File: src/rtl/ascon_hmac_pkg.sv
// Shared types and constants for the HMAC sequencer around the Ascon hash core.
// Word/hash widths, pad bytes and the controller state encoding live here.
package ascon_hmac_pkg;

  localparam int WORD_W = 64;
  localparam int HASH_W = 256;
  localparam int HASH_WORDS = HASH_W / WORD_W;

  localparam logic [WORD_W-1:0] IPAD = {8{8'h36}};
  localparam logic [WORD_W-1:0] OPAD = {8{8'h5c}};

  typedef enum logic [2:0] {
    IDLE,
    IKEY,
    IMSG,
    IWAIT,
    OKEY,
    OHASH,
    OWAIT,
    DONE
  } state_t;

endpackage

File: src/rtl/hmac_word_seq.sv
// Word sequencer: selects key^pad words or inner-digest words by index, zero latency.
// Index only moves on an accepted word, so the presented word holds through core stalls.
module hmac_word_seq
  import ascon_hmac_pkg::*;
#(
  parameter int KEY_WORDS = 2
) (
  input  logic                        clk,
  input  logic                        rst_n,
  input  logic                        clear,
  input  logic                        advance,
  input  logic                        hash_mode,
  input  logic [WORD_W-1:0]           pad,
  input  logic [WORD_W*KEY_WORDS-1:0] key,
  input  logic [HASH_W-1:0]           inner,
  output logic [WORD_W-1:0]           word,
  output logic                        first,
  output logic                        final_word
);

  logic [1:0]        idx;
  logic [WORD_W-1:0] key_w   [4];
  logic [WORD_W-1:0] inner_w [4];

  // Word 0 is the most significant slice for both the key and the digest.
  for (genvar k = 0; k < 4; k++) begin : g_words
    if (k < KEY_WORDS) begin : g_key_used
      assign key_w[k] = key[WORD_W*(KEY_WORDS-k)-1 -: WORD_W];
    end else begin : g_key_unused
      assign key_w[k] = '0;
    end
    assign inner_w[k] = inner[HASH_W-1-WORD_W*k -: WORD_W];
  end

  assign word       = hash_mode ? inner_w[idx] : (key_w[idx] ^ pad);
  assign first      = (idx == 2'd0);
  assign final_word = hash_mode ? (idx == 2'(HASH_WORDS-1)) : (idx == 2'(KEY_WORDS-1));

  always_ff @(posedge clk or negedge rst_n) begin
    if (!rst_n) begin
      idx <= 2'd0;
    end else if (clear) begin
      idx <= 2'd0;
    end else if (advance) begin
      idx <= final_word ? 2'd0 : idx + 2'd1;
    end
  end

endmodule

File: src/rtl/ascon_hmac_engine.sv
// HMAC controller feeding an external hash core: key^ipad, message, key^opad, inner digest.
// Latency 2*KEY_WORDS+N+6+2*core_latency cycles incl. start cycle; message path stalls with hc_ready.
module ascon_hmac_engine
  import ascon_hmac_pkg::*;
#(
  parameter int KEY_WORDS = 2,
  parameter int VERIFY_EN = 1,
  parameter int CNT_W     = 16
) (
  input  logic                        clk,
  input  logic                        rst_n,
  input  logic                        hmac_start,
  input  logic                        hmac_abort,
  input  logic [WORD_W*KEY_WORDS-1:0] key_in,
  input  logic [HASH_W-1:0]           tag_in,
  input  logic [WORD_W-1:0]           msg_in,
  input  logic                        msg_valid,
  input  logic                        msg_last,
  output logic                        msg_ready,
  output logic [WORD_W-1:0]           hc_msg,
  output logic                        hc_valid,
  output logic                        hc_start,
  output logic                        hc_last,
  input  logic                        hc_ready,
  input  logic [HASH_W-1:0]           hc_hash,
  input  logic                        hc_done,
  output logic                        hc_abort,
  output logic [HASH_W-1:0]           hmac_out,
  output logic                        hmac_done,
  output logic                        tag_ok,
  output logic                        busy,
  output logic [CNT_W-1:0]            msg_count
);

  state_t                      state;
  logic [WORD_W*KEY_WORDS-1:0] key_r;
  logic [HASH_W-1:0]           tag_r;
  logic [HASH_W-1:0]           inner_r;

  logic              seq_phase;
  logic              seq_adv;
  logic              seq_clear;
  logic [WORD_W-1:0] seq_word;
  logic              seq_first;
  logic              seq_final;
  logic              hs;

  assign seq_phase = (state == IKEY) || (state == OKEY) || (state == OHASH);
  assign hs        = hc_valid && hc_ready;
  assign seq_adv   = seq_phase && hs;
  assign seq_clear = hmac_abort || (state == IDLE);

  hmac_word_seq #(
    .KEY_WORDS(KEY_WORDS)
  ) u_seq (
    .clk       (clk),
    .rst_n     (rst_n),
    .clear     (seq_clear),
    .advance   (seq_adv),
    .hash_mode (state == OHASH),
    .pad       ((state == OKEY) ? OPAD : IPAD),
    .key       (key_r),
    .inner     (inner_r),
    .word      (seq_word),
    .first     (seq_first),
    .final_word(seq_final)
  );

  // Core-facing stream: sequencer words in pad/digest phases, raw message pass-through in IMSG.
  always_comb begin
    hc_msg    = '0;
    hc_valid  = 1'b0;
    hc_start  = 1'b0;
    hc_last   = 1'b0;
    msg_ready = 1'b0;
    case (state)
      IKEY, OKEY: begin
        hc_msg   = seq_word;
        hc_valid = 1'b1;
        hc_start = seq_first;
      end
      OHASH: begin
        hc_msg   = seq_word;
        hc_valid = 1'b1;
        hc_last  = seq_final;
      end
      IMSG: begin
        hc_msg    = msg_in;
        hc_valid  = msg_valid;
        hc_last   = msg_last;
        msg_ready = hc_ready;
      end
      default: ;
    endcase
  end

  always_ff @(posedge clk or negedge rst_n) begin
    if (!rst_n) begin
      state     <= IDLE;
      key_r     <= '0;
      tag_r     <= '0;
      inner_r   <= '0;
      hmac_out  <= '0;
      tag_ok    <= 1'b0;
      hmac_done <= 1'b0;
      busy      <= 1'b0;
      msg_count <= '0;
      hc_abort  <= 1'b0;
    end else begin
      hmac_done <= 1'b0;
      hc_abort  <= 1'b0;
      // Abort wins over start, hc_done and stream handshakes in the same cycle.
      if (hmac_abort) begin
        state    <= IDLE;
        busy     <= 1'b0;
        hc_abort <= (state != IDLE) && (state != DONE);
      end else begin
        case (state)
          IDLE: begin
            if (hmac_start) begin
              key_r     <= key_in;
              tag_r     <= tag_in;
              msg_count <= '0;
              busy      <= 1'b1;
              state     <= IKEY;
            end
          end
          IKEY: begin
            if (hs && seq_final) state <= IMSG;
          end
          IMSG: begin
            if (msg_valid && hc_ready) begin
              msg_count <= msg_count + CNT_W'(1);
              if (msg_last) state <= IWAIT;
            end
          end
          IWAIT: begin
            if (hc_done) begin
              inner_r <= hc_hash;
              state   <= OKEY;
            end
          end
          OKEY: begin
            if (hs && seq_final) state <= OHASH;
          end
          OHASH: begin
            if (hs && seq_final) state <= OWAIT;
          end
          OWAIT: begin
            if (hc_done) begin
              hmac_out  <= hc_hash;
              tag_ok    <= (VERIFY_EN != 0) && (hc_hash == tag_r);
              hmac_done <= 1'b1;
              state     <= DONE;
            end
          end
          DONE: begin
            busy  <= 1'b0;
            state <= IDLE;
          end
          default: begin
            busy  <= 1'b0;
            state <= IDLE;
          end
        endcase
      end
    end
  end

endmodule

File: config.mk
export PLATFORM = sky130hd
export DESIGN_NAME = ascon_hmac_engine
export DESIGN_NICKNAME = d
export VERILOG_FILES = /design/src/rtl/ascon_hmac_pkg.sv /design/src/rtl/hmac_word_seq.sv /design/src/rtl/ascon_hmac_engine.sv
export SDC_FILE = /design/constraint.sdc
export NUM_CORES = 2
export LEC_CHECK = 0
export CAP_MARGIN = 5
export CORE_AREA = 2 2 415 417
export CTS_CLUSTER_SIZE = 30
export DETAILED_ROUTE_END_ITERATION = 7
export DIE_AREA = 0 0 417 419
export GPL_ROUTABILITY_DRIVEN = 0
export SKIP_CTS_REPAIR_TIMING = 1
export SLEW_MARGIN = 5
export SYNTH_ARGS = -nofsm -noshare
export SYNTH_HDL_FRONTEND = slang
export SYNTH_HIERARCHICAL = 1
export SYNTH_SLANG_ARGS = --single-unit
export TNS_END_PERCENT = 1
File: constraint.sdc
create_clock -name clk -period 3.3 [get_ports clk]
set_input_delay 0.66 -clock clk [delete_from_list [all_inputs] [get_ports clk]]
set_output_delay 0.66 -clock clk [all_outputs]
set_load 0.05 [all_outputs]
==> run metrics <==
GRT Util Overall 24.5%; Async SR Flop Fraction 100%; Avg Cell Area, Syn 11.9 um2; status complete, but fails checks; Die X 417 um; synth unique cells 47; antenna violations before repair 80; Synth Instances 3538; clock skew 33.0 ps; Slew HR 30.5%; Clock Tree Buf Depth 3; nets@finish 5555; DRT iter0 DRCs 2708; htree depth 3; Vias per Instance 4.70; R2R Path Start state[2]; HPWL Detailed 178 mm; VDD IR-drop max 0.427 mV; # fillers 16700; I/O pin count 1056; Max Slew Vio Count 0; final setup violation count 66; Crit Path Max Fanout 9; Critical Path AT 3020 ps; EDFF count, synth 0; Post-Route WL 221 mm; first-pass GRT wire length 292 mm; largest net degree at the start of global routing 126; CP required 2640 ps; Crit Path Category flop to output pin; Residual DRC 0; final hold violation count 0; total power 0.0497 W; vias in the first global route 34000; final worst path period share 112%; I/O Buffers 1055; HP Class flop to flop; post-layout min period 3680 ps; Num Clock Sinks 921; violated checks setup timing; Final Util 36.3%; Pleak 26.9 nW; Max Fclk 272 MHz; clk slew on worst S/H paths 60 ps; max_cap viols 0; Layout area overhead 47.0%; Ys Warns 6; Worst setup SP type flop; WL per Instance 30.7 um; root buf cell clkbuf_16; core area 171000 um2; RSZ-0062 raised after global routing true; CTS Buf Count 109; Chip Height 419 um; Worst Setup End Kind output pin; pre-CTS setup slack -557 ps; worst-margin pin slew 1030 ps; Most used DFF post-synth dfrtp_1; Reg area 23100 um2; share of layout cells above drive strength 1 26.5%; Crit. Startpoint state[1]; sequential element share of the synthesized area 54.7%; total via count in the routed design 33800; Worst Hold Launch hmac_out[243]; Initial Util 24.7%; area occupied by multi-input gates 18600 um2; PwrDens 801 nW/um2; Clk Latency, worst-skew pair 750 ps; fin worst setup slack -380 ps; TritonCTS clock tree built; die area 175000 um2; GRT overflow 0; Detail Route Antenna Nets 0; first drt pass iteration count 5; Site Rows 152; number of synthesized register bits 921; Synth Cell Area 42100 um2
==> worst paths after layout <==
path | to | slack, ps | depth (start not counted)
max reg2reg | key_r[102] | 490 | 7
min in group asynchronous | hmac_out[189] | 580 | 3
max | hc_msg[40] | -380 | 8
min | hmac_out[243] | 470 | 2
max in group asynchronous | tag_r[166] | 1760 | 4
min reg2reg | hmac_out[243] | 470 | 2
==> synthesized netlist by cell type, types with 7 or more instances <==
master,n,area share (%)
nand3_1,75,0.89
mux2_2,635,17
a22o_1,68,1.4
nor2_1,18,0.16
or4_1,65,1.2
nand4_1,53,0.79
a21oi_1,10,0.12
nand2_1,852,7.6
buf_2,83,0.99
dfrtp_1,921,55
nor2b_1,66,0.98
xnor2_1,191,4.0
xor2_1,66,1.4
o21ai_0,88,1.0
nor4_1,30,0.45
ha_1,7,0.21
inv_1,15,0.13
mux4_2,64,3.4
clkbuf_1,101,0.90
mux2i_1,66,1.6
buf_1,10,0.089
and3_1,7,0.10
==> area by class of cell <==
type / count / area share [%]
repair buffers: 1330 / 21.9
flip-flops and latches: 921 / 37.2
inverters: 15 / 0.107
clock buffers: 163 / 5.33
well taps: 2233 / 4.51
diodes: 39 / 0.158
multi-input cells: 2459 / 30.1
clock inverters: 37 / 0.717
==> state kept, by name, indices dropped and copies added, names as in the netlist <==
signal and flops:
hmac_out 256, inner_r 256, tag_r 256, key_r 128, msg_count 16, state 3, u_seq/idx 2, busy 1
hc_abort 1, hmac_done 1, tag_ok 1
==> worst max-delay path, stage by stage, from the launching register on <==
cell and delay (ps):
dfrtp_1 400, inv_2 80, ha_4 190, and2_4 230, buf_4 190, or4_1 510
nand3_1 160, a22o_1 280, buf_4 240
==> report_power, final <==
group / leakage, nW / switching (W) / internal [W]
Clock: 1.83 / 0.00530 / 0.00739
Sequential: 11.8 / 0.00253 / 0.0151
Combinational: 13.3 / 0.0106 / 0.00872
Total: 26.9 / 0.0184 / 0.0313
==> cells in the final DEF (no fill, tap or decap), types with 4 or more instances in the layout <==
master	count
a21oi_1	10
a22o_1	68
and3_1	7
buf_12	72
buf_4	234
buf_6	30
bufinv_16	6
clkbuf_1	20
clkbuf_16	114
clkbuf_8	31
clkdlybuf4s50_1	986
clkinv_2	14
clkinvlp_4	7
conb_1	64
dfrtp_1	918
diode_2	39
ha_1	6
inv_1	12
inv_6	4
mux2_2	635
mux2i_1	64
mux4_2	64
nand2_1	826
nand2_2	23
nand3_1	40
nand3_2	30
nand3_4	5
nand4_1	53
nor2_1	18
nor2b_1	65
nor4_1	30
o21ai_0	88
or4_1	62
xnor2_1	191
xor2_1	66
==> per-stage QoR <==
step                      cells  hold slack (ps)  cell area [um2]  setup TNS, ps
after global placement     6936              461            57400           -643
after detailed placement   6936              461            57400           -557
after global routing       7190              487            61900         -21000
after floorplan            3600              364            42400              0
final                      7197              470            62000         -15180
after CTS                  7136            -39.0            61200         -31980
==> per-layer routing <==
metal	wire length, um	track usage, %	up-vias
met4	7920	9.57	42
met1	89000	30.3	17400
met2	110000	41.6	1262
met3	14100	5.45	323
li1	-	-	14800
met5	287	0	-
==> logic make-up after synthesis <==
| family | after synthesis | share of synthesized area [%] |
|---|---|---|
| AOI/OAI and AO/OA | 184 | 2.90 |
| other | 2 | 0.0178 |
| muxes | 765 | 22.0 |
| xor gates and xnor gates | 257 | 5.34 |
| DFF | 921 | 54.7 |
| and+or+nand+nor | 1180 | 12.4 |
| buffers and inverters | 222 | 2.51 |
| adders and majority gates | 7 | 0.208 |
Note: power is estimated with default switching activity, not from simulation.
